File: src/rtl/wb_stage_if.sv
// MEM->WB pipeline bus: one instruction's worth of fields presented by the MEM stage.
// The MEM stage (or a testbench) drives the master side; wb_stage consumes the slave side.
interface wb_stage_if;
  logic        mem_valid;
  logic        mem_regwrite;
  logic [4:0]  mem_rd;
  logic [1:0]  mem_wbsel;
  logic [2:0]  mem_funct3;
  logic [31:0] mem_alu_result;
  logic [31:0] mem_load_data;
  logic [31:0] mem_pc4;
  logic [31:0] mem_imm;

  modport master (
    output mem_valid, mem_regwrite, mem_rd, mem_wbsel, mem_funct3,
           mem_alu_result, mem_load_data, mem_pc4, mem_imm
  );

  modport slave (
    input  mem_valid, mem_regwrite, mem_rd, mem_wbsel, mem_funct3,
           mem_alu_result, mem_load_data, mem_pc4, mem_imm
  );
endinterface

File: src/rtl/wb_stage.sv
// RV32I writeback stage: MEM/WB register, load extraction, result mux, retire counter.
// Optional same-cycle write-to-read bypass when WB_BYPASS_EN is defined.
module wb_stage (
  input  logic        clk,
  input  logic        rst,
  input  logic        stall,
  input  logic        flush,
  wb_stage_if.slave   mem,
  output logic [4:0]  writereg,
  output logic [31:0] writedata,
  output logic        regwrite,
  output logic        load_misaligned,
  output logic [31:0] instret,
  input  logic [4:0]  rs1,
  input  logic [4:0]  rs2,
  input  logic [31:0] readdata1_in,
  input  logic [31:0] readdata2_in,
  output logic [31:0] op1,
  output logic [31:0] op2
);

  localparam logic [1:0] WBSEL_ALU  = 2'b00;
  localparam logic [1:0] WBSEL_LOAD = 2'b01;
  localparam logic [1:0] WBSEL_PC4  = 2'b10;
  localparam logic [1:0] WBSEL_IMM  = 2'b11;

  localparam logic [2:0] F3_LB  = 3'b000;
  localparam logic [2:0] F3_LH  = 3'b001;
  localparam logic [2:0] F3_LW  = 3'b010;
  localparam logic [2:0] F3_LBU = 3'b100;
  localparam logic [2:0] F3_LHU = 3'b101;

  logic        valid_q, valid_d;
  logic        regwrite_q, regwrite_d;
  logic [4:0]  rd_q, rd_d;
  logic [1:0]  wbsel_q, wbsel_d;
  logic [2:0]  funct3_q, funct3_d;
  logic [31:0] alu_result_q, alu_result_d;
  logic [31:0] load_data_q, load_data_d;
  logic [31:0] pc4_q, pc4_d;
  logic [31:0] imm_q, imm_d;
  logic [31:0] instret_q, instret_d;

  logic        retire;
  logic        misaligned;
  logic [1:0]  offset;
  logic [7:0]  ld_lane [4];
  logic [7:0]  ld_byte;
  logic [15:0] ld_half;
  logic [31:0] ld_value;

  // Flush only needs to kill valid; the other fields are left as-is.
  always_comb begin
    valid_d      = valid_q;
    regwrite_d   = regwrite_q;
    rd_d         = rd_q;
    wbsel_d      = wbsel_q;
    funct3_d     = funct3_q;
    alu_result_d = alu_result_q;
    load_data_d  = load_data_q;
    pc4_d        = pc4_q;
    imm_d        = imm_q;
    if (flush) begin
      valid_d = 1'b0;
    end else if (!stall) begin
      valid_d      = mem.mem_valid;
      regwrite_d   = mem.mem_regwrite;
      rd_d         = mem.mem_rd;
      wbsel_d      = mem.mem_wbsel;
      funct3_d     = mem.mem_funct3;
      alu_result_d = mem.mem_alu_result;
      load_data_d  = mem.mem_load_data;
      pc4_d        = mem.mem_pc4;
      imm_d        = mem.mem_imm;
    end
  end

  assign retire    = valid_q & ~stall & ~flush & ~load_misaligned;
  assign instret_d = retire ? instret_q + 32'd1 : instret_q;

  always_ff @(posedge clk) begin
    if (rst) begin
      valid_q      <= 1'b0;
      regwrite_q   <= 1'b0;
      rd_q         <= 5'd0;
      wbsel_q      <= 2'b00;
      funct3_q     <= 3'b000;
      alu_result_q <= 32'd0;
      load_data_q  <= 32'd0;
      pc4_q        <= 32'd0;
      imm_q        <= 32'd0;
      instret_q    <= 32'd0;
    end else begin
      valid_q      <= valid_d;
      regwrite_q   <= regwrite_d;
      rd_q         <= rd_d;
      wbsel_q      <= wbsel_d;
      funct3_q     <= funct3_d;
      alu_result_q <= alu_result_d;
      load_data_q  <= load_data_d;
      pc4_q        <= pc4_d;
      imm_q        <= imm_d;
      instret_q    <= instret_d;
    end
  end

  // Little-endian byte lanes of the raw memory word.
  for (genvar gi = 0; gi < 4; gi++) begin : g_lane
    assign ld_lane[gi] = load_data_q[8*gi +: 8];
  end

  assign offset  = alu_result_q[1:0];
  assign ld_byte = ld_lane[offset];
  assign ld_half = offset[1] ? load_data_q[31:16] : load_data_q[15:0];

  always_comb begin
    ld_value = 32'd0;
    case (funct3_q)
      F3_LB:   ld_value = {{24{ld_byte[7]}}, ld_byte};
      F3_LBU:  ld_value = {24'd0, ld_byte};
      F3_LH:   ld_value = {{16{ld_half[15]}}, ld_half};
      F3_LHU:  ld_value = {16'd0, ld_half};
      F3_LW:   ld_value = load_data_q;
      default: ld_value = 32'd0;
    endcase
  end

  always_comb begin
    misaligned = 1'b0;
    case (funct3_q)
      F3_LH, F3_LHU: misaligned = offset[0];
      F3_LW:         misaligned = (offset != 2'b00);
      F3_LB, F3_LBU: misaligned = 1'b0;
      default:       misaligned = 1'b1;
    endcase
  end

  assign load_misaligned = valid_q & (wbsel_q == WBSEL_LOAD) & misaligned;

  always_comb begin
    writedata = alu_result_q;
    case (wbsel_q)
      WBSEL_ALU:  writedata = alu_result_q;
      WBSEL_LOAD: writedata = ld_value;
      WBSEL_PC4:  writedata = pc4_q;
      WBSEL_IMM:  writedata = imm_q;
      default:    writedata = alu_result_q;
    endcase
  end

  assign regwrite = valid_q & regwrite_q & (rd_q != 5'd0) & ~load_misaligned;
  assign writereg = rd_q;
  assign instret  = instret_q;

`ifdef WB_BYPASS_EN
  // regwrite already excludes rd=0, so x0 reads are never forwarded.
  assign op1 = (regwrite && (writereg == rs1)) ? writedata : readdata1_in;
  assign op2 = (regwrite && (writereg == rs2)) ? writedata : readdata2_in;
`else
  logic unused_rs;
  assign unused_rs = ^{rs1, rs2};
  assign op1 = readdata1_in;
  assign op2 = readdata2_in;
`endif

endmodule

File: src/flat_wrapper.sv
// flat-port wrapper written by rule: the top's interface ports become plain ports
module wb_stage_flat 
  (clk, rst, stall, flush, writereg, writedata, regwrite, load_misaligned, instret, rs1, rs2, readdata1_in, readdata2_in, op1, op2, mem_mem_valid, mem_mem_regwrite, mem_mem_rd, mem_mem_wbsel, mem_mem_funct3, mem_mem_alu_result, mem_mem_load_data, mem_mem_pc4, mem_mem_imm);
  wb_stage_if mem_i ();
  input  logic clk;
  input  logic rst;
  input  logic stall;
  input  logic flush;
  output logic [4:0] writereg;
  output logic [31:0] writedata;
  output logic regwrite;
  output logic load_misaligned;
  output logic [31:0] instret;
  input  logic [4:0] rs1;
  input  logic [4:0] rs2;
  input  logic [31:0] readdata1_in;
  input  logic [31:0] readdata2_in;
  output logic [31:0] op1;
  output logic [31:0] op2;
  input wire logic [$bits(mem_i.mem_valid)-1:0] mem_mem_valid;
  input wire logic [$bits(mem_i.mem_regwrite)-1:0] mem_mem_regwrite;
  input wire logic [$bits(mem_i.mem_rd)-1:0] mem_mem_rd;
  input wire logic [$bits(mem_i.mem_wbsel)-1:0] mem_mem_wbsel;
  input wire logic [$bits(mem_i.mem_funct3)-1:0] mem_mem_funct3;
  input wire logic [$bits(mem_i.mem_alu_result)-1:0] mem_mem_alu_result;
  input wire logic [$bits(mem_i.mem_load_data)-1:0] mem_mem_load_data;
  input wire logic [$bits(mem_i.mem_pc4)-1:0] mem_mem_pc4;
  input wire logic [$bits(mem_i.mem_imm)-1:0] mem_mem_imm;
  assign mem_i.mem_valid = mem_mem_valid;
  assign mem_i.mem_regwrite = mem_mem_regwrite;
  assign mem_i.mem_rd = mem_mem_rd;
  assign mem_i.mem_wbsel = mem_mem_wbsel;
  assign mem_i.mem_funct3 = mem_mem_funct3;
  assign mem_i.mem_alu_result = mem_mem_alu_result;
  assign mem_i.mem_load_data = mem_mem_load_data;
  assign mem_i.mem_pc4 = mem_mem_pc4;
  assign mem_i.mem_imm = mem_mem_imm;
  wb_stage u_core (.clk(clk), .rst(rst), .stall(stall), .flush(flush), .mem(mem_i), .writereg(writereg), .writedata(writedata), .regwrite(regwrite), .load_misaligned(load_misaligned), .instret(instret), .rs1(rs1), .rs2(rs2), .readdata1_in(readdata1_in), .readdata2_in(readdata2_in), .op1(op1), .op2(op2));
endmodule
File: config.mk
export PLATFORM = sky130hd
export DESIGN_NAME = wb_stage_flat
export DESIGN_NICKNAME = d
export VERILOG_FILES = /design/src/rtl/wb_stage_if.sv /design/src/rtl/wb_stage.sv /design/src/flat_wrapper.sv
export SDC_FILE = /design/constraint.sdc
export NUM_CORES = 1
export LEC_CHECK = 0
export ABC_AREA = 0
export BUFFER_PORTS_ARGS = -buffer_cell sky130_fd_sc_hd__buf_2
export CAP_MARGIN = 20
export CORE_MARGIN = 2
export CORE_UTILIZATION = 40
export CTS_BUF_LIST = sky130_fd_sc_hd__clkbuf_4 sky130_fd_sc_hd__clkbuf_8 sky130_fd_sc_hd__clkbuf_16
export DETAILED_ROUTE_END_ITERATION = 16
export PLACE_DENSITY = 0.71
export SLEW_MARGIN = 10
export SYNTH_ARGS = -nofsm -noshare
export SYNTH_HDL_FRONTEND = slang
export SYNTH_SLANG_ARGS = --single-unit
File: constraint.sdc
create_clock -name clk -period 2.6 [get_ports clk]
set_input_delay 0.26 -clock clk [delete_from_list [all_inputs] [get_ports clk]]
set_output_delay 0.26 -clock clk [all_outputs]
set_load 0.02 [all_outputs]
==> results.md <==
* Sum of net half-perimeters after detailed placement at roughly 17000 um
* Post-synth top cells: nand2_1, dfxtp_1, a21oi_1
* Initial antenna violation count at 6
* Overall via count from detail_route at around 7600
* Width of the chip at 148 um
* Global-route wire length before repair at between 30000 and 40000 um
* Wirelength, routed at around 24000 um
* Number of cells traversed by the worst hold path at 3
* LEAKAGE at 3.90 nW
* Relative slew margins at 0.559
* CTS Root Cell: clkbuf_16
* Path class of the lowest-slack min-delay path: in -> reg
* Std-Cell Core Area at 0.0202 mm2
* Max-slew violation count at 0
* Clock tree from TritonCTS: done
* Status: finished clean
* FP Rows at 52
* Maximum number of pins on one net before global-route repair at 78
* GP Congestion at slightly below 0.9
* Proportion of power drawn by flip-flops and latches at 0.455
* P&R area growth vs syn at 19.0%
* Syn. warnings at 0
* Number of design rule violations left after detail routing at 0
* Leading cell types by total area after synthesis: dfxtp_1, nand2_1, a21oi_1
* Vertical die dimension at around 150 um
* Comb pwr share at 0.107
* Maximum clock frequency at between 400 and 500 MHz
* Final setup vio count at 0
* Cell type with the highest aggregate area in the netlist: dfxtp_1
* Critical path startpoint category: flop
* Avg WL per Cell at roughly 17 um
* Maximum VDD drop at around 0.4 mV
* Clock latency of the later-clocked register in the worst-skew pair at around 0.42 ns
* Starting Density at 0.408
* Nature of the critical path endpoint: primary output
* H-tree Lvls at 4
* Transition time at the pin with the least slew margin at about 0.66 ns
* Most instantiated library cell after synthesis: nand2_1
* WP data arrival at 2.19 ns
* Number of cells on the worst reg-to-reg path at 5
* Placed inst area at around 0.0092 mm2
* Cts-stage hold buffer count at 0
* Number of filler instances in the final layout at about 2000
* Floorplan die area at between 0.02 and 0.025 mm2
* Detailed Route Iter0 Violations at between 400 and 500
* Yosys top cell area share at 0.417
* Max-Cap Viols at 0
* Async set or reset register ratio after synthesis at 0
* Design internal power at 4.51 mW
* I/O pins at around 350
* Utilization after layout at 0.485
* Switching fraction of total power at 0.268
* Sum of negative setup slack at 0 ns
* Number of input and output port buffers inserted at approximately 210
* Dominant synthesized flop cell: dfxtp_1
* Count of antenna-violating nets left after detailed routing at 0
* Required time of the critical path at 2.34 ns
* Number of flops mapped to enable cells by yosys at 0
* Shortest period the worst path allows at approximately 2.5 ns
* Power per standard cell area at 627 mW/mm2
* Number of global-route vias before repair at roughly 7100
* Aggregate global routing overflow at 0
* Number of different library cells in the post-synthesis netlist at 45
* Sequential share of the synthesized area at 0.417
* Clk buf depth at 2
* Number of buffers inserted during clock tree synthesis at 17
* Endpoints failing hold at 0
* Area of the multi-input gates at between 0.004 and 0.005 mm2
* Clock-pin slew on the worst setup and hold paths at 0.08 ns
* Syn nets at about 1300
* Flip-flop and latch count after synthesis at roughly 170
* Overall power after layout at 6.16 mW
* Relative contribution of the clock network to total power at 0.438
* Final Cell Area at approximately 0.0098 mm2
* Register area at ~0.0034 mm2
* Proportion of layout cells with a drive suffix above 1 at 0.289
* Max Clock Skew at 0.0149 ns
* Total standard cell area after synthesis at about 0.0083 mm2
* Unrepaired setup endpoints after global routing: no
* Drt via density at 5.25
* Number of nets in the layout at 1376
* Highest fanout seen on the critical path at 14
* Drt pass-1 iters at 5
* Net load switching power at around 1.7 mW
* All-Layer GR Usage at 0.214
* Critical setup path kind: reg -> out
* Gate Count Post-Synth at about 1000
* Clock sink total at 172
* Average instance area after synthesis at approximately 8 um2
* Share of the clock period used by the worst path at 0.943
* Min Hold Slack at between 0.06 and 0.07 ns
cell usage in the layout (no fill, tap or decap), drive strengths merged, types with 2 or more instances in the layout:
cell type,instances
buf,239
diode,6
nor4,13
xor2,4
nand2b,2
a2bb2oi,7
a21oi,167
nor4b,5
xnor2,24
inv,9
nor3,10
and3,2
nand3,11
and2,2
and4,4
nand4,8
a22oi,24
bufinv,2
a221o,24
or2,2
nor2,36
dfxtp,172
nor2b,2
or3,4
clkinv,5
clkbuf,18
nand2,305
or4,3
mux2,41
nor3b,2
o21ai,11
mux2i,4
through the flow:
step,setup slack (ns),std cells
6_report,0.147,1446
5_1_grt,0.0218,1446
4_1_cts,0.0493,1440
3_5_place_dp,0.286,1408
3_3_place_gp,0.277,1408
2_1_floorplan,0.495,1045
layer usage:
| layer | GRT usage | vias to the layer above | routed length, um |
|---|---|---|---|
| li1 | - | 3733 | - |
| met1 | 0.278 | 3556 | 10500 |
| met2 | 0.349 | 264 | 11500 |
| met3 | 0.0497 | 34 | 1520 |
| met4 | 0.0750 | 0 | 482 |
| met5 | 0 | - | 0 |
registers in the layout, indices dropped and copies added (netlist names):
| register | flops |
|---|---|
| u_core.alu_result_q | 32 |
| u_core.load_data_q | 32 |
| u_core.imm_q | 32 |
| u_core.instret | 32 |
| u_core.wbsel_q | 2 |
| u_core.pc4_q | 32 |
| u_core.writereg | 5 |
| u_core.regwrite_q | 1 |
| u_core.valid_q | 1 |
| u_core.funct3_q | 3 |
power by group through the flow:
stage,clock network [mW],registers [mW],logic [mW]
after global placement,0,2.86,0.648
after floorplan,0,2.84,0.533
final,2.70,2.80,0.657
after CTS,2.75,2.80,0.655
after global routing,2.86,2.81,0.718
after detailed placement,0,2.86,0.652
what timing repair did:
action,in CTS,in global routing
cloned,0,0
endpoints found under the setup margin,16,16
buffers inserted,0,0
gates resized for setup,1,3
final timing paths:
path / from / to / slack (ns)
worst max register to register: u_core.instret[9] / u_core.instret[31] / 0.52
worst min register to register: u_core.pc4_q[6] / u_core.pc4_q[6] / 0.45
worst min-delay path: mem_mem_imm[5] / u_core.imm_q[5] / 0.06
worst max-delay path: u_core.funct3_q[1] / writedata[15] / 0.15
critical path: stages, from the launching register on:
cell and delay, ns:
dfxtp_1 0.37, buf_4 0.22, and3b_1 0.32, a22oi_1 0.28, a21oi_1 0.10, a221o_1 0.31
buf_2 0.17
cells by family (layout without fill, tap and decap cells):
kind of cell,Yosys count,in the layout,synth area share
xor+xnor,28,28,0.0297
fa+ha+maj,1,1,0.00152
other cells,0,6,0
mux,45,45,0.0608
compound gates,238,238,0.172
buf+inv,148,273,0.0981
simple gates,413,413,0.221
flops,172,172,0.417
area by class of cell:
cell class | count | area share
Clock buffer | 18 | 0.0447
Multi-Input combinational cell | 725 | 0.410
Sequential cell | 172 | 0.351
Tap cell | 270 | 0.0344
Clock inverter | 14 | 0.0200
Timing Repair Buffer | 239 | 0.137
Inverter | 2 | 0.000764
Antenna cell | 6 | 0.00153
Note: power is estimated with default switching activity, not from simulation.
